===== src/rtl/p1v_pkg.sv =====
// Shared types for the Propeller core reset sequencer: FSM states and
// reset-cause encodings.
package p1v_pkg;

  typedef enum logic [1:0] {
    S_LOCKWAIT = 2'd0,
    S_ASSERT   = 2'd1,
    S_HOLD     = 2'd2,
    S_RUN      = 2'd3
  } seq_state_t;

  localparam logic [1:0] CAUSE_POR  = 2'd0;
  localparam logic [1:0] CAUSE_RTS  = 2'd1;
  localparam logic [1:0] CAUSE_BTN  = 2'd2;
  localparam logic [1:0] CAUSE_BOTH = 2'd3;

  // Encodings are bitwise {btn, rts}, so causes can be accumulated with OR.
  function automatic logic [1:0] cause_of(input logic btn, input logic rts);
    case ({btn, rts})
      2'b01:   cause_of = CAUSE_RTS;
      2'b10:   cause_of = CAUSE_BTN;
      2'b11:   cause_of = CAUSE_BOTH;
      default: cause_of = CAUSE_POR;
    endcase
  endfunction

endpackage


===== src/rtl/reset_sequencer_sync_filter.sv =====
// Two-flop synchronizer followed by a glitch filter: the filtered output only
// follows the synchronized input after FILTER_CYCLES stable samples.
module sync_filter #(
  parameter int   FILTER_CYCLES = 16,
  parameter logic RESET_VAL     = 1'b1
) (
  input  logic clk,
  input  logic rst_n,
  input  logic raw,
  output logic filtered
);

  localparam int CNT_W = $clog2(FILTER_CYCLES + 1);
  localparam logic [CNT_W-1:0] CNT_LAST = CNT_W'(FILTER_CYCLES - 1);

  logic             sync_q1;
  logic             sync_q2;
  logic [CNT_W-1:0] cnt;

  // Any sample that agrees with the filtered value restarts the stability count.
  always_ff @(posedge clk or negedge rst_n) begin
    if (!rst_n) begin
      sync_q1  <= RESET_VAL;
      sync_q2  <= RESET_VAL;
      filtered <= RESET_VAL;
      cnt      <= '0;
    end else begin
      sync_q1 <= raw;
      sync_q2 <= sync_q1;
      if (sync_q2 == filtered) begin
        cnt <= '0;
      end else if (cnt == CNT_LAST) begin
        filtered <= sync_q2;
        cnt      <= '0;
      end else begin
        cnt <= cnt + 1'b1;
      end
    end
  end

endmodule


===== src/rtl/reset_sequencer.sv =====
// Propeller core reset sequencer: filters RTS/button requests, waits for a
// stable PLL lock, stretches the reset pulse and records cause and count.
module reset_sequencer
  import p1v_pkg::*;
#(
  parameter int FILTER_CYCLES    = 16,
  parameter int PULSE_CYCLES     = 1600,
  parameter int LOCK_HOLD_CYCLES = 16000
) (
  input  logic       clock_160,
  input  logic       inp_resn,
  input  logic       pll_locked,
  input  logic       rts_n,
  input  logic       button_n,
  output logic       core_resn,
  output logic [1:0] reset_cause,
  output logic [7:0] reset_count,
  output logic       busy
);

  localparam int PULSE_W = $clog2(PULSE_CYCLES + 1);
  localparam int LOCK_W  = $clog2(LOCK_HOLD_CYCLES + 1);
  localparam logic [PULSE_W-1:0] PULSE_LAST = PULSE_W'(PULSE_CYCLES - 1);
  localparam logic [LOCK_W-1:0]  LOCK_LAST  = LOCK_W'(LOCK_HOLD_CYCLES - 1);

  seq_state_t         state, state_nxt;
  logic [1:0]         cause_nxt;
  logic [PULSE_W-1:0] pulse_cnt, pulse_nxt;
  logic [LOCK_W-1:0]  lock_cnt, lock_nxt;
  logic               lock_q1, lock_s;
  logic               rts_f, btn_f;
  logic               req_rts, req_btn, req;

  sync_filter #(.FILTER_CYCLES(FILTER_CYCLES), .RESET_VAL(1'b1)) u_rts_filter (
    .clk      (clock_160),
    .rst_n    (inp_resn),
    .raw      (rts_n),
    .filtered (rts_f)
  );

  sync_filter #(.FILTER_CYCLES(FILTER_CYCLES), .RESET_VAL(1'b1)) u_btn_filter (
    .clk      (clock_160),
    .rst_n    (inp_resn),
    .raw      (button_n),
    .filtered (btn_f)
  );

  always_ff @(posedge clock_160 or negedge inp_resn) begin
    if (!inp_resn) begin
      lock_q1 <= 1'b0;
      lock_s  <= 1'b0;
    end else begin
      lock_q1 <= pll_locked;
      lock_s  <= lock_q1;
    end
  end

  assign req_rts = ~rts_f;
  assign req_btn = ~btn_f;
  assign req     = req_rts | req_btn;
  assign busy    = (state != S_RUN);

  // Lock loss outranks every request; otherwise the state decides.
  always_comb begin
    state_nxt = state;
    cause_nxt = reset_cause;
    pulse_nxt = pulse_cnt;
    lock_nxt  = '0;
    if (state != S_LOCKWAIT && !lock_s) begin
      state_nxt = S_LOCKWAIT;
      cause_nxt = CAUSE_POR;
    end else begin
      case (state)
        S_LOCKWAIT: begin
          if (!lock_s) begin
            lock_nxt = '0;
          end else if (lock_cnt == LOCK_LAST) begin
            if (req) begin
              state_nxt = S_ASSERT;
              pulse_nxt = PULSE_LAST;
              cause_nxt = reset_cause | cause_of(req_btn, req_rts);
            end else begin
              state_nxt = S_RUN;
            end
          end else begin
            lock_nxt = lock_cnt + 1'b1;
          end
        end
        S_ASSERT: begin
          pulse_nxt = PULSE_LAST;
          cause_nxt = reset_cause | cause_of(req_btn, req_rts);
          if (!req) state_nxt = S_HOLD;
        end
        S_HOLD: begin
          if (req) begin
            state_nxt = S_ASSERT;
            pulse_nxt = PULSE_LAST;
            cause_nxt = reset_cause | cause_of(req_btn, req_rts);
          end else if (pulse_cnt == '0) begin
            state_nxt = S_RUN;
          end else begin
            pulse_nxt = pulse_cnt - 1'b1;
          end
        end
        S_RUN: begin
          if (req) begin
            state_nxt = S_ASSERT;
            pulse_nxt = PULSE_LAST;
            cause_nxt = cause_of(req_btn, req_rts);
          end
        end
        default: state_nxt = S_LOCKWAIT;
      endcase
    end
  end

  // core_resn follows the next state so it changes on the entering edge itself.
  always_ff @(posedge clock_160 or negedge inp_resn) begin
    if (!inp_resn) begin
      state       <= S_LOCKWAIT;
      core_resn   <= 1'b0;
      reset_cause <= CAUSE_POR;
      reset_count <= '0;
      pulse_cnt   <= '0;
      lock_cnt    <= '0;
    end else begin
      state       <= state_nxt;
      core_resn   <= (state_nxt == S_RUN);
      reset_cause <= cause_nxt;
      pulse_cnt   <= pulse_nxt;
      lock_cnt    <= lock_nxt;
      if (state_nxt == S_RUN && state != S_RUN && reset_count != 8'hFF)
        reset_count <= reset_count + 1'b1;
    end
  end

endmodule


===== config.mk =====
export PLATFORM = sky130hd
export DESIGN_NAME = reset_sequencer
export DESIGN_NICKNAME = d
export VERILOG_FILES = /design/src/rtl/p1v_pkg.sv /design/src/rtl/reset_sequencer_sync_filter.sv /design/src/rtl/reset_sequencer.sv
export SDC_FILE = /design/constraint.sdc
export NUM_CORES = 1
export LEC_CHECK = 0
export ABC_AREA = 1
export BUFFER_PORTS_ARGS = -buffer_cell sky130_fd_sc_hd__buf_4
export CAP_MARGIN = 20
export CORE_AREA = 2 2 77 79
export CTS_CLUSTER_DIAMETER = 120
export DETAILED_ROUTE_END_ITERATION = 16
export DIE_AREA = 0 0 79 81
export GPL_ROUTABILITY_DRIVEN = 0
export PLACE_DENSITY = 0.81
export SLEW_MARGIN = 25
export SYNTH_ARGS = -nofsm -noshare
export SYNTH_HDL_FRONTEND = slang
export SYNTH_SLANG_ARGS = --single-unit

===== constraint.sdc =====
create_clock -name clock_160 -period 4.4 [get_ports clock_160]
set_input_delay 0.44 -clock clock_160 [delete_from_list [all_inputs] [get_ports clock_160]]
set_output_delay 0.44 -clock clock_160 [all_outputs]
set_load 0.01 [all_outputs]

==> results of run 1 <==
## placed cells by master (no fill, tap or decap)
cell type / count
bufinv_16: 1
mux2_2: 2
o21ai_0: 8
o21ai_1: 2
inv_1: 37
clkinv_1: 1
o211ai_1: 1
dfstp_2: 6
ha_1: 6
buf_4: 16
a31oi_2: 1
nor3_1: 6
a21oi_1: 5
nand4_1: 8
nor2_1: 49
nand2_2: 13
nand3b_1: 1
nor2_8: 1
nand2_4: 2
clkinv_2: 1
a21oi_4: 1
o21ai_2: 11
nand3_4: 1
inv_2: 3
clkbuf_8: 5
xor2_1: 12
dfrtp_1: 50
nand3_2: 1
xnor2_1: 5
nand2_1: 80
nand3_1: 24
nor2_2: 3
nor2_4: 3
clkinvlp_4: 1
and3_1: 2
## worst reg2reg max path, cell delays in order (launching register included)
cell and delay, ps:
dfrtp_1 390, ha_1 180, nand2_1 70, inv_1 80
nand2_2 80, nor2_4 110, nand2_2 80, nand2_4 70
nand2_4 90, nor2_8 390, nand2_1 140, o21ai_2 80
## kinds of logic (layout without fill, tap and decap cells)
kind of cell	Yosys count	in the layout
compound gates	29	29
fa+ha+maj	6	6
buf+inv	44	65
simple gates	194	194
xor+xnor	17	17
flops	56	56
mux	2	2
## per-layer routing
metal | global-route usage, % | part of all wire, % | vias to the layer above
met5 | 0 | 0 | -
met1 | 24.8 | 46 | 1064
met4 | 5.17 | 1.4 | 0
met2 | 30.8 | 49 | 36
met3 | 3.00 | 3.5 | 6
li1 | - | - | 1135
## cell type report
type	instances	area, µm²	area share (%)
Sequential cell	56	1410	43.3
Inverter	41	154	4.73
Multi-Input combinational cell	248	1360	41.9
Timing Repair Buffer	16	120	3.70
Clock buffer	5	68.8	2.12
Clock inverter	3	42.5	1.31
Tap cell	75	93.8	2.89
## per-stage QoR
step / area, µm² / instances
after detailed placement: 3140 / 436
after floorplan: 2960 / 348
after global routing: 3250 / 444
after CTS: 3250 / 444
after global placement: 3140 / 436
final: 3250 / 444
## sequential cells by signal, indices dropped and copies added, names as in the netlist
name	cells
core_resn	1
lock_cnt	14
lock_q1	1
lock_s	1
pulse_cnt	11
reset_cause	2
reset_count	8
state	2
u_btn_filter.cnt	5
u_btn_filter.filtered	1
u_btn_filter.sync_q1	1
u_btn_filter.sync_q2	1
u_rts_filter.cnt	5
u_rts_filter.filtered	1
u_rts_filter.sync_q1	1
u_rts_filter.sync_q2	1
## power groups by stage
stage	sequential, mW	clock (mW)	combinational [mW]
finish	0.532	0.337	0.0276
global route	0.533	0.362	0.0334
CTS	0.532	0.345	0.0288
detailed placement	0.542	0	0.0286
global placement	0.541	0	0.0279
floorplan	0.540	0	0.0134
## how the worst max path moves through the flow
stage                    endpoint  slack, ps  cells past startpoint
floorplan            pulse_cnt[1]       2800                     10
global placement     pulse_cnt[0]       2660                     11
detailed placement   pulse_cnt[0]       2610                     11
CTS                 pulse_cnt[10]       2570                     11
global route         pulse_cnt[0]       2380                     11
finish              pulse_cnt[10]       2580                     11
==> impl_results.md, run 1 <==
* Post-synth top area share at 42.2%
* Global Route Usage Sum at 18.4%
* Sequential share of power at between 50 and 60%
* Seq cells post-synth at 56
* Clk_lat worst skew at 310 ps
* Worst Reg-to-Reg Cells at 11
* Min Tclk post-route at approximately 1800 ps
* Cells along the critical path: ha_1 -> nand2_1 -> inv_1 -> nand2_2 -> nor2_4 -> nand2_2 -> nand2_4 -> nand2_4 -> nor2_8 -> nand2_1 -> o21ai_2
* Setup tns final at 0 ps
* Layout area overhead at 9.76%
* Peak supply drop at 0.227 mV
* Worst Skew at 2.87 ps
* Antenna violations before repair at 0
* Prevailing post-synth register cell: dfrtp_1
* Worst EP required at around 4700 ps
* Synth Area in Simple Gates at 30.7%
* Critical path type: flop to flop
* DR iter-0 viols at 120
* Net Count, Synth at about 360
* LEAKAGE at between 1.5 and 2 nW
* Sw frac at 21.6%
* Final net count at 379
* RSZ-0062 raised after global routing: false
* Number of global-route vias before repair at about 2100
* Max Fclk at 549 MHz
* Reg2reg setup slack at 2580 ps
* Psw at 0.193 mW
* Final Hold Viols at 0
* CTS tree: done
* Top Ports at 17
* Total CTS buffers at 5
* Vias at roughly 2200
* Largest family of logic cells by synthesized area: simple AND/OR/NAND/NOR gates
* Startpoint Class: flop
* Post-synth EDFFs at 0
* Commonest cells in the synthesized netlist: 80 x nand2_1, 50 x dfrtp_1, 49 x nor2_1
* FF-to-FF End: pulse_cnt[10]
* Post-CTS Setup Inserts at 0
* # Max-Cap Violations at 0
* Synth Warn # at 0
* CP peak stage delay at a little under 400 ps
* Critical Path Sink Type: flop
* WHS at ~160 ps
* Clock transition at path regs at 100 ps
* Pint at 0.702 mW
* # DRC at 0
* Register area share after synthesis at 47.6%
* Library cells used by synthesis at 33
* Final wirelength at 5290 µm
* Post-synthesis mux area share at less than 1%
* Least-Margin Pin Slew at ~700 ps
* Most common cell in the netlist: nand2_1
* Final clock period utilization by the worst path at 41.4%
* Post-DP HPWL at 3790 µm
* Hold-fix buffers at CTS at 0
* Clock root buffer: clkbuf_8
* Number of antenna diodes at 0
* Total Die Area at 6400 µm²
* Largest delay contributor family on the critical path: simple AND/OR/NAND/NOR gates
* Post-synth ARST share at 100%
* HP Class: primary input to async pin
* PD cells at between 200 and 300 nW/µm²
* Final ANT Viol Nets at 0
* Chip height at around 80 µm
* Sum of buffers and inverters on the critical path at 1
* Post-CTS sizing at 0
* Setup WS post-layout at 2580 ps
* Synth top area cells: dfrtp_1 42%, nand2_1 10%, nor2_1 6.2%
* Power share of the clock group at 37.6%
* XOR/XNOR share of the synthesized area at 5.03%
* Starting Density at 52.2%
* First-pass GRT wire length at 9380 µm
* Post-synth top area cell: dfrtp_1
* Slew Limit Fails at 0
* Via density at 5.05
* # setup viols final at 0
* PortBufs at 16
* Die X-Extent at roughly 79 µm
* H-tree depth at 2
* Slew HR at a little over half
* Arr. time, crit path at 2070 ps
* Syn_area_per_cell at 8.51 µm²
* Synthesized instance count at ~350
* Status: complete, no violations
* Adder-cell share of the synthesized area at ~2.5%
* Reg-to-reg critical path startpoint: lock_cnt[0]
* Clock Sink Count at 56
* Grt total ovfl at 0
* Worst Setup SP: lock_cnt[0]
* Wire per inst at about 12 µm
* Core Region at 5680 µm²
* Util after Layout at 57.3%
* Largest net degree at the start of global routing at 57
* Clock tree buffer depth at 2
* Layout filler cell count at about 520
* Crit-path slowest cell: dfrtp_1
* Crit-path max FO at 22
* Rows at 28
* Pwr Total at approximately 0.9 mW
* Place WS at 2610 ps
* Layout cells sized above 1 at 19.5%
* Synth Area in Compound Gates at under 10%
* Mapped Area at 2960 µm²
* Comb power frac at 3.1%
* Drt first pass iters at 4
Power figures use the tool's default switching activity.
==> run 2: changes to the inputs <==
- PLACE_DENSITY: 0.81 -> 0.84
- clock period: 4.4 -> 1.5 ns (I/O delays scaled with it)
==> run 2 against run 1 <==
  * The run now ends with negative setup slack left
  * Power rose to 3.0 times the previous value
  * Wire length is 35% higher
  * Cell count rose by 14%
  * Count of clock-buffer cells in the layout stayed put
  * Sequential cell count unchanged
  * Combinational power rose to 4.3 times the previous value
  * First-iteration DRC count rose by 78%
  * Critical path depth grew 1
  * Global-route usage increased by 3.2 points
  * Die area stayed put
  * Critical endpoint is now pulse_cnt[3]
  * Largest power group unchanged
  * Highest routed layer unchanged
==> impl_results.md, run 2 (same netlist as run 1, synthesis figures left out) <==
* Commonest non-fill, non-tap cells in the layout: 68 x nand2_1, 67 x buf_4, 50 x dfrtp_1
* Clock tree buffer depth at 2
* Top flop regs: lock_cnt x14, pulse_cnt x11, reset_count x8
* Clock root buffer: clkbuf_8
* Core Region at 5680 µm²
* CP peak stage delay at 370 ps
* H-tree depth at 2
* Sum of buffers and inverters on the critical path at 2
* Largest delay contributor family on the critical path: simple AND/OR/NAND/NOR gates
* Total Die Area at 6400 µm²
* Sw frac at between 20% and 30%
* Vias at 2615
* First-pass GRT wire length at ~11000 µm
* Worst Skew at 16.8 ps
* Chip height at 81 µm
* Most frequent CP cell: nand2_4
* Final Hold Viols at 0
* Setup tns final at -2800 ps
* # setup viols final at 26
* Final clock period utilization by the worst path at 113%
* Die X-Extent at 79 µm
* Post-DP HPWL at 4480 µm
* Psw at between 0.6 and 0.7 mW
* # Max-Cap Violations at 0
* # DRC at 0
* Placed cell count at 480
* Slew HR at 72.8%
* HP Class: primary input to async pin
* Number of global-route vias before repair at 2464
* Power share of the clock group at 37.9%
* Critical Path Sink Type: flop
* LEAKAGE at roughly 2.0 nW
* Layout cells sized above 1 at 38.4%
* Starting Density at a little over half
* Via density at 5.16
* Top Ports at 17
* Critical path type: flop to flop
* Drt first pass iters at 5
* Min Tclk post-route at 1690 ps
* Final ANT Viol Nets at 0
* Max Fclk at 592 MHz
* Most common cell after layout, fill and taps aside: nand2_1
* Antenna violations before repair at 0
* Startpoint Class: flop
* PortBufs at 16
* Largest reg by FF count: lock_cnt
* Pint at 2.09 mW
* Worst EP required at 1740 ps
* Failing checks: negative setup slack
* Largest net degree at the start of global routing at 33
* Final wirelength at 7160 µm
* Total CTS buffers at 5
* Clock Sink Count at 56
* Least-Margin Pin Slew at roughly 410 ps
* Largest register FFs at 14
* Arr. time, crit path at 1930 ps
* DR iter-0 viols at 213
* Cells along the critical path: ha_2 -> nand2_2 -> inv_2 -> nand2_4 -> nor2_4 -> nand2_4 -> nand2_4 -> nand2_8 -> nor2_8 -> buf_12 -> nand2_4 -> o21ai_2
* Layout area overhead at 34.6%
* Crit-path slowest cell: dfrtp_1
* RSZ-0062 raised after global routing: true
* Clk_lat worst skew at 320 ps
* Peak supply drop at 0.681 mV
* Clock transition at path regs at about 110 ps
* Status: finished with violations
* Number of antenna diodes at 0
* Crit-path max FO at 6
* Rows at 28
* Comb power frac at under 10%
* Post-Layout Cell Count at approximately 510
* Global Route Usage Sum at approximately 22%
* Sequential share of power at 57.8%
* CTS tree: done
* Slew Limit Fails at 0
* Wire per inst at 14.1 µm
* Layout filler cell count at 416
* Final net count at 442
* PD cells at 678 nW/µm²
* Grt total ovfl at 0
* Setup WS post-layout at -189 ps
[run 2: cell types whose count changed in the layout (fill, tap and decap cells not counted), sizes merged]
| cell | previous run | this run |
|---|---|---|
| dlygate4sd3 | 0 | 4 |
| nor2 | 56 | 57 |
| inv | 40 | 42 |
| clkinv | 2 | 0 |
| clkbuf | 5 | 6 |
| buf | 16 | 73 |
[run 2: cell type report]
| cell class | count | area, µm² | area share (%) |
|---|---|---|---|
| clock inverters | 3 | 46.3 | 1.16 |
| well taps | 75 | 93.8 | 2.35 |
| multi-input cells | 249 | 1550 | 38.8 |
| inverters | 41 | 154 | 3.86 |
| clock buffers | 5 | 68.8 | 1.73 |
| flip-flops and latches | 56 | 1410 | 35.3 |
| repair buffers | 78 | 671 | 16.8 |
[run 2: through the flow]
| step | setup WS (ps) | hold WS, ps | instance area [µm²] | total power [mW] | util [%] |
|---|---|---|---|---|---|
| after floorplan | -25.7 | -146 | 2970 | 1.62 | - |
| after global placement | -41.8 | 110 | 3530 | 1.68 | 62.2 |
| after detailed placement | -101 | 112 | 3530 | 1.69 | 62.2 |
| after CTS | -95.4 | 298 | 3800 | 2.72 | 67.0 |
| after global routing | -266 | 340 | 3990 | 2.79 | 70.3 |
| final | -189 | 283 | 3990 | 2.70 | 70.3 |
[run 2: routing by layer]
layer  share of wire (%)  vias up  global-route usage, %  wire length, µm
met5                   0        -                      0                0
met4                 1.8        0                   6.90              128
met3                 3.7       11                   3.56              263
met2                  53       69                   39.5             3770
met1                  42     1268                   26.1             3000
li1                    -     1267                      -                -
[run 2: worst reg2reg max path: cells and delay by family (launching register included)]
kind	cells	cell delay (ps)
buffers and inverters	2	260
flip-flops	1	370
AND/OR/NAND/NOR	8	740
adder cells (fa/ha/maj)	1	190
AO/OA/AOI/OAI	1	60
[run 2: path summary, 6_finish.rpt]
kind	cells after the start	slack, ps	startpoint	to
max	12	-190	lock_cnt[0]	pulse_cnt[3]
max in group asynchronous	3	670	inp_resn	u_rts_filter.filtered
max reg2reg	12	-190	lock_cnt[0]	pulse_cnt[3]
min in group clock_160	0	360	u_btn_filter.sync_q1	u_btn_filter.sync_q2
min	2	280	inp_resn	u_btn_filter.cnt[1]
min reg2reg	0	360	u_btn_filter.sync_q1	u_btn_filter.sync_q2
[run 2: power groups by stage]
stage | clock network [mW] | logic (mW) | registers, mW
detailed placement | 0 | 0.104 | 1.59
global route | 1.09 | 0.134 | 1.57
floorplan | 0 | 0.0393 | 1.58
global placement | 0 | 0.0954 | 1.59
finish | 1.02 | 0.118 | 1.56
CTS | 1.04 | 0.117 | 1.56
[run 2: repair_timing]
action                     4_1_cts  5_1_grt
hold endpoints to repair        30        0
setup buffers                    4       10
cloned                           1        1
setup endpoints to repair       24       29
resized for setup               23       27
pin swaps                        7        7
hold buffers                     4        0
==> run 3: changes to the inputs <==
- BUFFER_PORTS_ARGS: -buffer_cell sky130_fd_sc_hd__buf_4 -> -buffer_cell sky130_fd_sc_hd__buf_2
==> run 3 against run 2 <==
  * The flow still finishes with violations (negative setup slack)
  * Count of clock-buffer cells in the layout unchanged
  * Worst setup slack lost 27 ps
  * Non-clock buffer count is 1 higher
  * Wire length down 1.5%
  * Hold slack better by 8.0 ps
  * Sequential power is essentially flat
  * Clock skew down 7.6 ps
  * First-iteration DRC count increased by 18%
  * Core utilization is 0.93 points lower
  * Sequential share of layout area grew 0.50 points
  * Combinational power down 5%
  * Critical path type unchanged
  * Highest routed layer unchanged
==> impl_results.md, run 3 (same netlist as run 1, synthesis figures left out) <==
* Clock tree buffer depth at 2
* Setup tns final at -3370 ps
* Metal1 wirelength at just under 3000 µm
* # setup viols final at 25
* Global Route Usage Sum at 21.3%
* Placed cell count at just under 500
* Finished Cell Area at 3940 µm²
* LEAKAGE at around 2.0 nW
* Met3 WL at 318 µm
* First-pass GRT wire length at 10800 µm
* Number of antenna diodes at 0
* Die X-Extent at 79 µm
* DR iter-0 viols at 251
* Layout area overhead at 32.9%
* Final wirelength at 7050 µm
* Via density at 5.22
* Place WS at -119 ps
* DR WL met2 at between 3000 and 4000 µm
* Core Region at 5680 µm²
* Vias at 2654
* Peak supply drop at 0.465 mV
* Least-Margin Pin Slew at about 420 ps
* WHS at 291 ps
* # DRC at 0
* Min Tclk post-route at 1720 ps
* Slew HR at 71.8%
* Largest register FFs at 14
* Worst Skew at 9.24 ps
* Max Fclk at 583 MHz
* Util after Layout at 69.3%
* Critical path type: flop to flop
* Slew Limit Fails at 0
* Chip height at a little over 80 µm
* Clock root buffer: clkbuf_8
* Cell Area, Placed at 3500 µm²
* Grt total ovfl at 0
* Total CTS buffers at 5
* Starting Density at a little over half
* Final ANT Viol Nets at 0
* Largest net degree at the start of global routing at 24
* Largest reg by FF count: lock_cnt
* Top Ports at 17
* Total Die Area at between 6000 and 7000 µm²
* Final Hold Viols at 0
* Startpoint Class: flop
* Final clock period utilization by the worst path at 114%
* Pwr Total at 2.54 mW
* PD cells at 645 nW/µm²
* Clk_lat worst skew at between 300 and 400 ps
* Final net count at 443
* Commonest non-fill, non-tap cells in the layout: 72 x nand2_1, 50 x buf_4, 49 x dfrtp_1
* RSZ-0062 raised after global routing: true
* Layout cells sized above 1 at 37.0%
* Critical Path Sink Type: flop
* Arr. time, crit path at 1930 ps
* HP Class: primary input to async pin
* PortBufs at 16
* Failing checks: negative setup slack
* Top flop regs: lock_cnt x14, pulse_cnt x11, reset_count x8
* Post-Layout Cell Count at 508
* Status: finished with violations
* # Max-Cap Violations at 0
* Number of global-route vias before repair at 2478
* Wire per inst at 13.9 µm
* Antenna violations before repair at 0
* H-tree depth at 2
* Setup WS post-layout at -216 ps
* CTS tree: done
* Top Layer Used: met4
* Clock Sink Count at 56
* Worst EP required at 1720 ps
* Most common cell after layout, fill and taps aside: nand2_1
* Crit-path max FO at 7
* Clock transition at path regs at around 110 ps
* Rows at 28
* Drt first pass iters at 4
* Post-DP HPWL at 4400 µm
-- run 3: what timing repair did --
item | CTS | global route
cloned | 1 | 2
hold buffers | 4 | 0
gates resized for setup | 14 | 29
endpoints found under the hold margin | 16 | 0
setup buffers | 3 | 8
pin swaps | 6 | 8
endpoints found under the setup margin | 24 | 38
-- run 3: report_power, final --
part / internal, mW / total (mW) / switching [mW] / leakage, nW
combinational: 0.0465 / 0.112 / 0.0660 / 1.21
sequential: 1.54 / 1.56 / 0.0206 / 0.748
clock: 0.332 / 0.864 / 0.532 / 0.0404
-- run 3: area by class of cell --
class / count / area [µm²]
Multi-Input combinational cell: 249 / 1530
Fill cell: 423 / 1740
Timing Repair Buffer: 79 / 659
Clock buffer: 5 / 68.8
Inverter: 41 / 154
Tap cell: 75 / 93.8
Clock inverter: 3 / 23.8
Sequential cell: 56 / 1410
-- run 3: layer usage --
layer  track usage [%]  up-vias
li1                  -     1272
met1              26.6     1273
met2              37.4       84
met3              3.89       25
met4              7.24        0
met5                 0        -
-- run 3: worst max-delay path: stages (launching register included) --
cell and delay (ps):
dfrtp_1 380, ha_2 200, nand2_2 60, inv_2 80
nand2_4 60, nor2_4 100, nand2_4 80, nand2_4 100
nand2_8 70, nor2_8 240, clkbuf_16 200, o21ai_2 50
-- run 3: final timing paths --
kind / start / end / slack (ps) / cells past startpoint
max in group asynchronous: inp_resn / lock_cnt[12] / 630 / 3
worst min register to register: lock_q1 / lock_s / 360 / 0
min in group clock_160: lock_q1 / lock_s / 360 / 0
worst min-delay path: inp_resn / pulse_cnt[4] / 290 / 2
worst max register to register: lock_cnt[0] / pulse_cnt[4] / -220 / 11
worst max-delay path: lock_cnt[0] / pulse_cnt[4] / -220 / 11
